`config.mk`:
```
export PLATFORM = sky130hd
export DESIGN_NAME = jtag_scan_sequencer
export DESIGN_NICKNAME = d
export VERILOG_FILES = /design/src/rtl/jtag_scan_sequencer.sv
export SDC_FILE = /design/constraint.sdc
export NUM_CORES = 1
export LEC_CHECK = 0
export BUFFER_PORTS_ARGS = -buffer_cell sky130_fd_sc_hd__buf_4
export CAP_MARGIN = 20
export CORE_ASPECT_RATIO = 0.75
export CORE_MARGIN = 2
export CORE_UTILIZATION = 57
export CTS_CLUSTER_SIZE = 8
export DETAILED_ROUTE_END_ITERATION = 8
export GPL_TIMING_DRIVEN = 0
export PLACE_DENSITY_LB_ADDON = 0.25
export REMOVE_ABC_BUFFERS = 1
export SLEW_MARGIN = 25
export SYNTH_ARGS = -nofsm -noshare
export SYNTH_HDL_FRONTEND = slang
export SYNTH_SLANG_ARGS = --single-unit
```
`constraint.sdc`:
```
create_clock -name TCK -period 6 [get_ports TCK]
set_input_delay 0.3 -clock TCK [delete_from_list [all_inputs] [get_ports TCK]]
set_output_delay 0.3 -clock TCK [all_outputs]
set_load 0.02 [all_outputs]
```
`src/rtl/jtag_scan_sequencer.sv`:
```
// Command-driven JTAG master: walks the TAP through reset, IR and DR scans on TCK
// and returns captured TDO as a response word. The TAP parks in Run-Test/Idle between commands.
`timescale 1ns/1ps
module jtag_scan_sequencer #(
    parameter int MAX_LEN = 32,
    parameter int LEN_W   = $clog2(MAX_LEN) + 1
) (
    input  logic               TCK,
    input  logic               TRST_N,
    input  logic               cmd_valid,
    output logic               cmd_ready,
    input  logic [1:0]         cmd_op,
    input  logic [LEN_W-1:0]   cmd_len,
    input  logic [MAX_LEN-1:0] cmd_data,
    output logic               rsp_valid,
    input  logic               rsp_ready,
    output logic [MAX_LEN-1:0] rsp_data,
    output logic               TMS,
    output logic               TDI,
    input  logic               TDO,
    output logic               busy
);
    localparam logic [1:0] OP_DR  = 2'b00;
    localparam logic [1:0] OP_IR  = 2'b01;
    localparam logic [1:0] OP_TLR = 2'b10;

    localparam logic [3:0] S_TLR_SEQ = 4'd0;
    localparam logic [3:0] S_IDLE    = 4'd1;
    localparam logic [3:0] S_SEL_DR  = 4'd2;
    localparam logic [3:0] S_SEL_IR  = 4'd3;
    localparam logic [3:0] S_CAPTURE = 4'd4;
    localparam logic [3:0] S_SHIFT   = 4'd5;
    localparam logic [3:0] S_EXIT1   = 4'd6;
    localparam logic [3:0] S_UPDATE  = 4'd7;
    localparam logic [3:0] S_RESP    = 4'd8;

    typedef struct packed {
        logic [1:0]         op;
        logic [LEN_W-1:0]   len;
        logic [MAX_LEN-1:0] data;
    } cmd_t;

    logic [3:0]         state;
    logic [LEN_W-1:0]   cnt;
    cmd_t               cur;
    logic [MAX_LEN-1:0] cap;
    logic [LEN_W-1:0]   len_clamp;
    logic               cap_en;
    logic [LEN_W-1:0]   cap_idx;

    assign len_clamp = (cmd_len > LEN_W'(MAX_LEN)) ? LEN_W'(MAX_LEN) : cmd_len;
    assign cmd_ready = (state == S_IDLE) && !rsp_valid;
    assign busy      = (state != S_IDLE);

    // TDO for shift bit i is sampled one edge after bit i is driven: the first
    // SHIFT edge only launches bit 0, and EXIT1 collects the final bit.
    always_comb begin
        cap_en  = 1'b0;
        cap_idx = '0;
        if (state == S_SHIFT && cnt != '0) begin
            cap_en  = 1'b1;
            cap_idx = cnt - LEN_W'(1);
        end else if (state == S_EXIT1 && cur.len != '0) begin
            cap_en  = 1'b1;
            cap_idx = cur.len - LEN_W'(1);
        end
    end

    always_ff @(posedge TCK or negedge TRST_N) begin
        if (!TRST_N) begin
            state     <= S_TLR_SEQ;
            cnt       <= '0;
            TMS       <= 1'b1;
            TDI       <= 1'b0;
            rsp_valid <= 1'b0;
            rsp_data  <= '0;
            cur       <= '0;
            cap       <= '0;
        end else begin
            for (int i = 0; i < MAX_LEN; i++)
                if (cap_en && cap_idx == LEN_W'(i)) cap[i] <= TDO;

            case (state)
                // Five TMS=1 then one TMS=0; a TLR command hands off to RESP as the 0 goes out.
                S_TLR_SEQ: begin
                    if (cnt == LEN_W'(5)) begin
                        state <= S_IDLE;
                        cnt   <= '0;
                    end else if (cnt == LEN_W'(4)) begin
                        TMS <= 1'b0;
                        if (cur.op == OP_TLR) begin
                            state <= S_RESP;
                            cnt   <= '0;
                        end else begin
                            cnt <= cnt + LEN_W'(1);
                        end
                    end else begin
                        TMS <= 1'b1;
                        cnt <= cnt + LEN_W'(1);
                    end
                end
                S_IDLE: begin
                    TMS <= 1'b0;
                    TDI <= 1'b0;
                    if (cmd_valid && cmd_ready) begin
                        cur.op   <= cmd_op;
                        cur.len  <= len_clamp;
                        cur.data <= cmd_data;
                        cap      <= '0;
                        cnt      <= '0;
                        case (cmd_op)
                            OP_DR, OP_IR: begin
                                TMS   <= 1'b1;
                                state <= S_SEL_DR;
                            end
                            OP_TLR: begin
                                TMS   <= 1'b1;
                                state <= S_TLR_SEQ;
                            end
                            default: state <= S_RESP;
                        endcase
                    end
                end
                S_SEL_DR: begin
                    if (cur.op == OP_IR) begin
                        TMS   <= 1'b1;
                        state <= S_SEL_IR;
                    end else begin
                        TMS   <= 1'b0;
                        state <= S_CAPTURE;
                    end
                end
                S_SEL_IR: begin
                    TMS   <= 1'b0;
                    state <= S_CAPTURE;
                end
                S_CAPTURE: begin
                    if (cur.len == '0) begin
                        TMS   <= 1'b1;
                        state <= S_EXIT1;
                    end else begin
                        TMS   <= 1'b0;
                        state <= S_SHIFT;
                    end
                end
                S_SHIFT: begin
                    TDI      <= cur.data[0];
                    cur.data <= cur.data >> 1;
                    cnt      <= cnt + LEN_W'(1);
                    if (cnt == cur.len - LEN_W'(1)) begin
                        TMS   <= 1'b1;
                        state <= S_EXIT1;
                    end else begin
                        TMS <= 1'b0;
                    end
                end
                S_EXIT1: begin
                    TMS   <= 1'b1;
                    TDI   <= 1'b0;
                    state <= S_UPDATE;
                end
                S_UPDATE: begin
                    TMS   <= 1'b0;
                    state <= S_RESP;
                end
                S_RESP: begin
                    TMS <= 1'b0;
                    if (!rsp_valid) begin
                        rsp_valid <= 1'b1;
                        rsp_data  <= cap;
                    end else if (rsp_ready) begin
                        rsp_valid <= 1'b0;
                        state     <= S_IDLE;
                    end
                end
                default: begin
                    state <= S_TLR_SEQ;
                    cnt   <= '0;
                    TMS   <= 1'b1;
                end
            endcase
        end
    end
endmodule
```
Yosys cells after proc, flatten, opt, wreduce, memory -nomap -nowiden

Index checks and enable logic that the tools add are counted.

Bits in registers: 117
Word-level logic and storage cells: 193
Bits of input ports: 45

Bitwise gates (word level): 2
Reduce and logical (&&, ||, !) cells: 55
Add/subtract/negate cells: 3
Equal/unequal tests: 54
Order comparisons: 1
Muxes and demuxes: 68

Operators with widths:

| operator            | count |
|---|---|
| $eq 6x5->1 const B  | 16 |
| $mux 32             | 3 |
| $pmux 32 s2         | 1 |
| $eq 6x4->1 const B  | 8 |
| $mux 1              | 43 |
| $mux 6              | 7 |
| $eq 6x3->1 const B  | 6 |
| $logic_and 1x1->1   | 36 |
| $pmux 4 s9          | 1 |
| $mux 4              | 7 |
| $pmux 6 s4          | 1 |
| $eq 4x3->1 const B  | 4 |
| $eq 6x2->1 const B  | 2 |
| $logic_not 6->1     | 2 |
| $reduce_bool 6->1   | 2 |
| $sub 6x1->6 const B | 2 |
| $eq 4x2->1 const B  | 2 |
| $pmux 4 s2          | 1 |
| $reduce_and 2->1    | 4 |
| $add 6x1->6 const B | 1 |
| $eq 6x1->1 const B  | 1 |
| $eq 6x6->1          | 1 |
| $gt 6x6->1 const B  | 1 |
| $ne 2x2->1 const B  | 3 |
| 20 further kinds    | 28 |

Logic depth before layout (Yosys ltp)

Depth in word-level cells: 9
Depth in mapped cells: 10

Least setup slack after synthesis

No wires, ideal clock.

Kind: register to register
Start point: register cnt[0]
End point: register cap[16]
Arrival: 2.095 ns
Period minus slack after synthesis: 2.232 ns
Stages on the path, launching flop included: 10
Required time: 5.863 ns
Setup slack: 3.768 ns
Cell sequence: dfrtp_1 -> inv_1 -> ha_1 -> nor4b_1 -> a21bo_2 -> or3_4 -> a21oi_4 -> buf_6 -> nand3_1 -> mux2i_1

Longest elaborated chain between the ends: 8
Elaborated cells between the ends (all ways): 10
Those cells by class: add/sub: 1; eq/ne: 1; mux: 5; reduce/logical: 3

Ends and longest elaborated chain:

| item                                                                | RTL line | RTL |
|---|---|---|
| start: declaration                                                  | 44       | `logic [LEN_W-1:0] cnt;` |
| start signal: assignment                                            | 95       | `cnt <= cnt + LEN_W'(1);` |
| start signal: assignment                                            | 99       | `cnt <= cnt + LEN_W'(1);` |
| start signal: assignment                                            | 149      | `cnt <= cnt + LEN_W'(1);` |
| parallel branches: the longest is 4 deep, another holds $sub 6x1->6 | n/a      |  |
| $logic_and 1x1->1 *                                                 | 81       | `if (cap_en && cap_idx == LEN_W'(i)) cap[i] <= TDO;` |
| $mux 1 *                                                            | 81       |  |
| $mux 32                                                             | 105      | `if (cmd_valid && cmd_ready) begin` |
| $mux 32 *                                                           | 83       | `case (state)` |
| end signal: assignment                                              | 78       | `cap <= '0;` |
| end signal: indexed assignment                                      | 81       |  |
| end signal: assignment                                              | 109      | `cap <= '0;` |
| end: declaration                                                    | 46       | `logic [MAX_LEN-1:0] cap;` |

Every way passes the cells marked *.
A chain may end at the register's enable or synchronous reset.

Final worst setup path

Start point: register state[3]
End point: register cap[31]

Longest elaborated chain between the ends: 9
Elaborated cells between the ends (all ways): 16
Those cells by class: eq/ne: 4; mux: 7; reduce/logical: 5

Ends and longest elaborated chain:

| item                     | RTL line | RTL |
|---|---|---|
| start: declaration       | 43       | `logic [3:0] state;` |
| start signal: assignment | 71       | `state <= S_TLR_SEQ;` |
| start signal: assignment | 87       | `state <= S_IDLE;` |
| start signal: assignment | 92       | `state <= S_RESP;` |
| $eq 4x3->1               | 63       | `end else if (state == S_EXIT1 && cur.len != '0) begin` |
| $logic_and 1x1->1        | 63       |  |
| $mux 6                   | 63       |  |
| $mux 6                   | 60       | `if (state == S_SHIFT && cnt != '0) begin` |
| $eq 6x5->1               | 81       |  |
| $logic_and 1x1->1        | 81       |  |
| $mux 1                   | 81       |  |
| $mux 32                  | 105      |  |
| $mux 32 *                | 83       |  |

Every way passes the cells marked *; elsewhere a longest branch is shown, timed or not.

==> report_table.html <==
<table>
<tr><th>Metric</th><th>Value</th></tr>
<tr><th colspan="2">Critical path</th></tr>
<tr><td>Largest fanout of any net on the critical path</td><td>69</td></tr>
<tr><td>Arrival time worst endpoint</td><td>3.67 ns</td></tr>
<tr><td>Startpoint type of the worst setup path</td><td>flop</td></tr>
<tr><td>Endpoint required time on the critical path</td><td>6.27 ns</td></tr>
<tr><td>Crit Path Class</td><td>reg2reg</td></tr>
<tr><td>Worst setup EP type</td><td>flop</td></tr>
<tr><th colspan="2">Die</th></tr>
<tr><td>Number of cell rows</td><td>31</td></tr>
<tr><td>IO Pins</td><td>82</td></tr>
<tr><td>Die boundary width</td><td>121 um</td></tr>
<tr><td>Area enclosed by the die boundary</td><td>~0.011 mm^2</td></tr>
<tr><td>Core box area</td><td>0.00977 mm^2</td></tr>
<tr><td>Initial standard-cell utilization of the core</td><td>between 50% and 60%</td></tr>
<tr><td>Die Ht</td><td>91.4 um</td></tr>
<tr><th colspan="2">GRT</th></tr>
<tr><td>Largest net degree at the start of global routing</td><td>78</td></tr>
<tr><td>Overall routing resource usage</td><td>roughly a quarter</td></tr>
<tr><td>First-pass GRT wire length</td><td>21600 um</td></tr>
<tr><td>Remaining Overflow, GRT</td><td>0</td></tr>
<tr><td>Number of global-route vias before repair</td><td>4489</td></tr>
<tr><td>Number of antenna violations at the first check in global routing</td><td>0</td></tr>
<tr><th colspan="2">Power</th></tr>
<tr><td>Power share of the sequential group</td><td>44.3%</td></tr>
<tr><td>Fraction of power spent switching nets</td><td>21.8%</td></tr>
<tr><td>Power Dens Cells</td><td>259 mW/mm^2</td></tr>
<tr><td>Portion of total power attributed to the clock network</td><td>51.7%</td></tr>
<tr><td>Comb power frac</td><td>4.0%</td></tr>
<tr><td>Peak supply drop</td><td>roughly 150 uV</td></tr>
<tr><td>Internal portion of total power</td><td>around 1.4 mW</td></tr>
<tr><td>Net switching power of the design</td><td>0.400 mW</td></tr>
<tr><td>Static Leakage</td><td>3.41 nW</td></tr>
<tr><th colspan="2">Timing</th></tr>
<tr><td>Slew at the pin closest to its max-slew limit</td><td>0.812 ns</td></tr>
<tr><td>Setup repair after global routing missed its margin</td><td>false</td></tr>
<tr><td>Summed negative setup slack over all endpoints</td><td>0 ns</td></tr>
<tr><td>Highest Clock Rate</td><td>294 MHz</td></tr>
<tr><td>Clock Skew</td><td>0.00862 ns</td></tr>
<tr><td>Slack of the critical path</td><td>2.60 ns</td></tr>
<tr><td>Final critical-path share of the clock period</td><td>56.7%</td></tr>
<tr><td>Period minus WS final</td><td>approximately 3.4 ns</td></tr>
<tr><td>Final setup violation count</td><td>0</td></tr>
<tr><td>Pins over their slew limit</td><td>0</td></tr>
<tr><td>Hold Fails Final Rpt</td><td>0</td></tr>
<tr><td>Max transition margin</td><td>between 40 and 50%</td></tr>
<tr><th colspan="2">Synthesis</th></tr>
<tr><td>Post-synthesis async set-or-reset flop share</td><td>100%</td></tr>
<tr><td>Synth area leader</td><td>dfrtp_1</td></tr>
<tr><td>Number of flops mapped to enable cells by yosys</td><td>0</td></tr>
<tr><td>Most used standard cell by instance count after synthesis</td><td>dfrtp_1</td></tr>
<tr><td>Count of mapped cells out of synthesis</td><td>560</td></tr>
<tr><td>Xor/xnor share of the synthesized area</td><td>2.50%</td></tr>
<tr><td>Biggest area contributors in the synthesized netlist</td><td>dfrtp_1 50%, mux2i_1 11%, mux2_2 6.2%, nand2_1 5.8%, o21ai_1 2.9%</td></tr>
<tr><td>Most frequently used flop master after synthesis</td><td>dfrtp_1</td></tr>
<tr><td>Share of synthesized cell area in full adder, half adder and majority cells</td><td>1.29%</td></tr>
<tr><td>Synthesis warning total</td><td>0</td></tr>
<tr><td>Portion of netlist area occupied by mux cells</td><td>17.2%</td></tr>
<tr><td>Yosys top cell area share</td><td>50.0%</td></tr>
<tr><td>Synthesized-area fraction occupied by and/or/nand/nor cells</td><td>16.0%</td></tr>
<tr><td>Synth Register Bits</td><td>117</td></tr>
<tr><td>Avg Synthesized Cell Area</td><td>10.4 um^2</td></tr>
<tr><td>Compound-cell area share of the yosys netlist</td><td>8.75%</td></tr>
<tr><td>Mapped Area</td><td>0.00581 mm^2</td></tr>
<tr><td>Number of distinct library cell variants in the gate-level netlist after synthesis</td><td>55</td></tr>
<tr><td>Share of the yosys chip area belonging to registers</td><td>50.4%</td></tr>
<tr><td>Largest family of logic cells by synthesized area</td><td>multiplexers</td></tr>
<tr><td>Synth top cells by count</td><td>116 x dfrtp_1, 90 x nand2_1, 64 x mux2i_1, 34 x clkbuf_1, 34 x o21ai_1</td></tr>
<tr><th colspan="2">Clock network</th></tr>
<tr><td>Number of buffers created by CTS</td><td>17</td></tr>
<tr><td>Depth of the CTS H-tree</td><td>4</td></tr>
<tr><td>Sink Count</td><td>~120</td></tr>
<tr><td>Post-CTS setup buffer count</td><td>0</td></tr>
<tr><td>Post-cts repair resize count</td><td>0</td></tr>
<tr><td>Master cell of the clock root buffer</td><td>clkbuf_16</td></tr>
<tr><td>Buffer levels on the longest clock path</td><td>2</td></tr>
<tr><td>CTS tree</td><td>done</td></tr>
<tr><td>Source-to-sink clock delay at the later pin of the worst-skew pair</td><td>0.41 ns</td></tr>
<tr><td>Clock input transition at the sequential cells of the worst setup and hold paths</td><td>0.05 ns</td></tr>
<tr><th colspan="2">Route</th></tr>
<tr><td>Number of DRC violations after detailed-routing iteration 0</td><td>between 300 and 400</td></tr>
<tr><td>First drt pass iteration count</td><td>5</td></tr>
<tr><td>Average via count per standard cell</td><td>5.77</td></tr>
<tr><td>Vias</td><td>4406</td></tr>
<tr><td>Antenna-violating nets left</td><td>0</td></tr>
<tr><td>Final wirelength</td><td>12700 um</td></tr>
<tr><td>Routed wirelength normalized by instance count</td><td>16.6 um</td></tr>
<tr><td>Residual DRC count</td><td>0</td></tr>
<tr><th colspan="2">Layout</th></tr>
<tr><td>Post-synthesis to final-layout area growth</td><td>21.7%</td></tr>
<tr><td>Filler Cell Count</td><td>721</td></tr>
<tr><td>Number of nets in the final layout</td><td>approximately 670</td></tr>
<tr><td>Utilization of the core after routing</td><td>72.3%</td></tr>
<tr><td>Fraction of final layout cells with drive strength greater than 1</td><td>25.0%</td></tr>
<tr><td>Antenna diode count</td><td>0</td></tr>
<tr><th colspan="2">Run status</th></tr>
<tr><td>Result of the run</td><td>completed</td></tr>
<tr><th colspan="2">Worst hold path</th></tr>
<tr><td>Path type of the worst min-delay path</td><td>in2reg</td></tr>
<tr><th colspan="2">Run</th></tr>
<tr><td>Number of violations of the max-capacitance limit</td><td>0</td></tr>
<tr><th colspan="2">Placed design</th></tr>
<tr><td>Setup Slack @ Placement</td><td>around 2.4 ns</td></tr>
<tr><td>Half-perimeter wire length after detailed placement</td><td>8330 um</td></tr>
<tr><td>GP Congestion</td><td>0.886</td></tr>
<tr><td>IO Port Bufs</td><td>81</td></tr>
</table>
-- critical path, cell delays in order, from the launching register on --
cell,delay (ns)
dfrtp_1,0.60
and4bb_4,0.94
a21bo_2,0.36
o22ai_1,0.46
and2_0,0.50
nand4_1,0.22
mux2i_1,0.17
-- state kept, by name, summed over array words and instances, names as in the netlist --
signal     cells
TDI            1
TMS            1
cap           32
cnt            6
cur           40
rsp_data      32
rsp_valid      1
state          4
-- cell type report --
class | count | area (um^2) | share of cell area, %
clock inverter | 9 | 78.8 | 1.12
sequential | 117 | 2930 | 41.4
inverter | 9 | 33.8 | 0.478
timing repair buffer | 85 | 697 | 9.86
multi-input combinational | 390 | 2690 | 38.1
clock buffer | 22 | 474 | 6.71
tap | 132 | 165 | 2.34
-- power groups by stage --
stage / sequential [mW] / clock, mW / combinational [mW]
after floorplan: 0.822 / 0 / 0.0268
after global routing: 0.813 / 0.994 / 0.0832
after CTS: 0.812 / 0.961 / 0.0754
final: 0.812 / 0.948 / 0.0738
after detailed placement: 0.825 / 0 / 0.0742
after global placement: 0.824 / 0 / 0.0688
-- placed cells by master (no fill, tap or decap), types with 3 or more instances in the layout --
cell and count:
inv_1 9, nand2b_1 6, a31oi_1 3, o21ai_0 15, or3_1 3, mux2i_1 64
o21ai_1 34, ha_1 6, o22ai_1 5, a21oi_1 11, nand2_1 89, clkinv_2 5
clkbuf_16 17, nor3_1 8, nor2b_1 3, buf_4 80, dfrtp_1 116, mux2_2 32
xor2_1 3, nor2_1 11, clkbuf_8 3, xnor2_1 11, nand3_1 21, nor4_1 4
nand4_1 14, and4_1 6
-- final timing paths --
| path | startpoint | to | slack [ns] | cells past startpoint |
|---|---|---|---|---|
| setup / recovery | state[3] | cap[31] | 2.60 | 6 |
| hold / removal | cmd_len[5] | cur[37] | 0.13 | 3 |
| setup reg to reg | state[3] | cap[31] | 2.60 | 6 |
| hold reg to reg | cur[25] | cur[24] | 0.48 | 2 |
| max in group asynchronous | TRST_N | rsp_data[29] | 4.94 | 3 |
| min in group asynchronous | TRST_N | state[0] | 0.36 | 2 |
-- kinds of logic (layout without fill, tap and decap cells) --
group                      count (synthesis)  in the layout
buffers and inverters                     53            125
muxes                                     96             96
and+or+nand+nor                          187            187
DFF                                      117            117
AOI/OAI and AO/OA                         86             86
xor gates and xnor gates                  15             15
adders and majority gates                  6              6
-- metal layers --
metal  GRT usage, %  share of wire [%]  routed length [um]
met5              0                  0                   0
met4           8.82                1.4                 172
met3           7.10                6.2                 788
met2           38.4                 47                5970
met1           33.0                 45                5750
-- metrics by stage --
| stage | area [um^2] | cells | total power [mW] | hold WS [ns] |
|---|---|---|---|---|
| after floorplan | 5620 | 516 | 0.849 | 0.00441 |
| after global placement | 6400 | 729 | 0.893 | 0.459 |
| after detailed placement | 6500 | 732 | 0.899 | 0.231 |
| after CTS | 7060 | 764 | 1.85 | 0.116 |
| final | 7070 | 764 | 1.83 | 0.126 |
| after global routing | 7070 | 764 | 1.89 | 0.137 |
-- what timing repair did --
action	in CTS	in global routing
setup endpoints to repair	0	0
hold buffers	1	0
endpoints found under the hold margin	39	0
(Power assumes the default switching activity.)
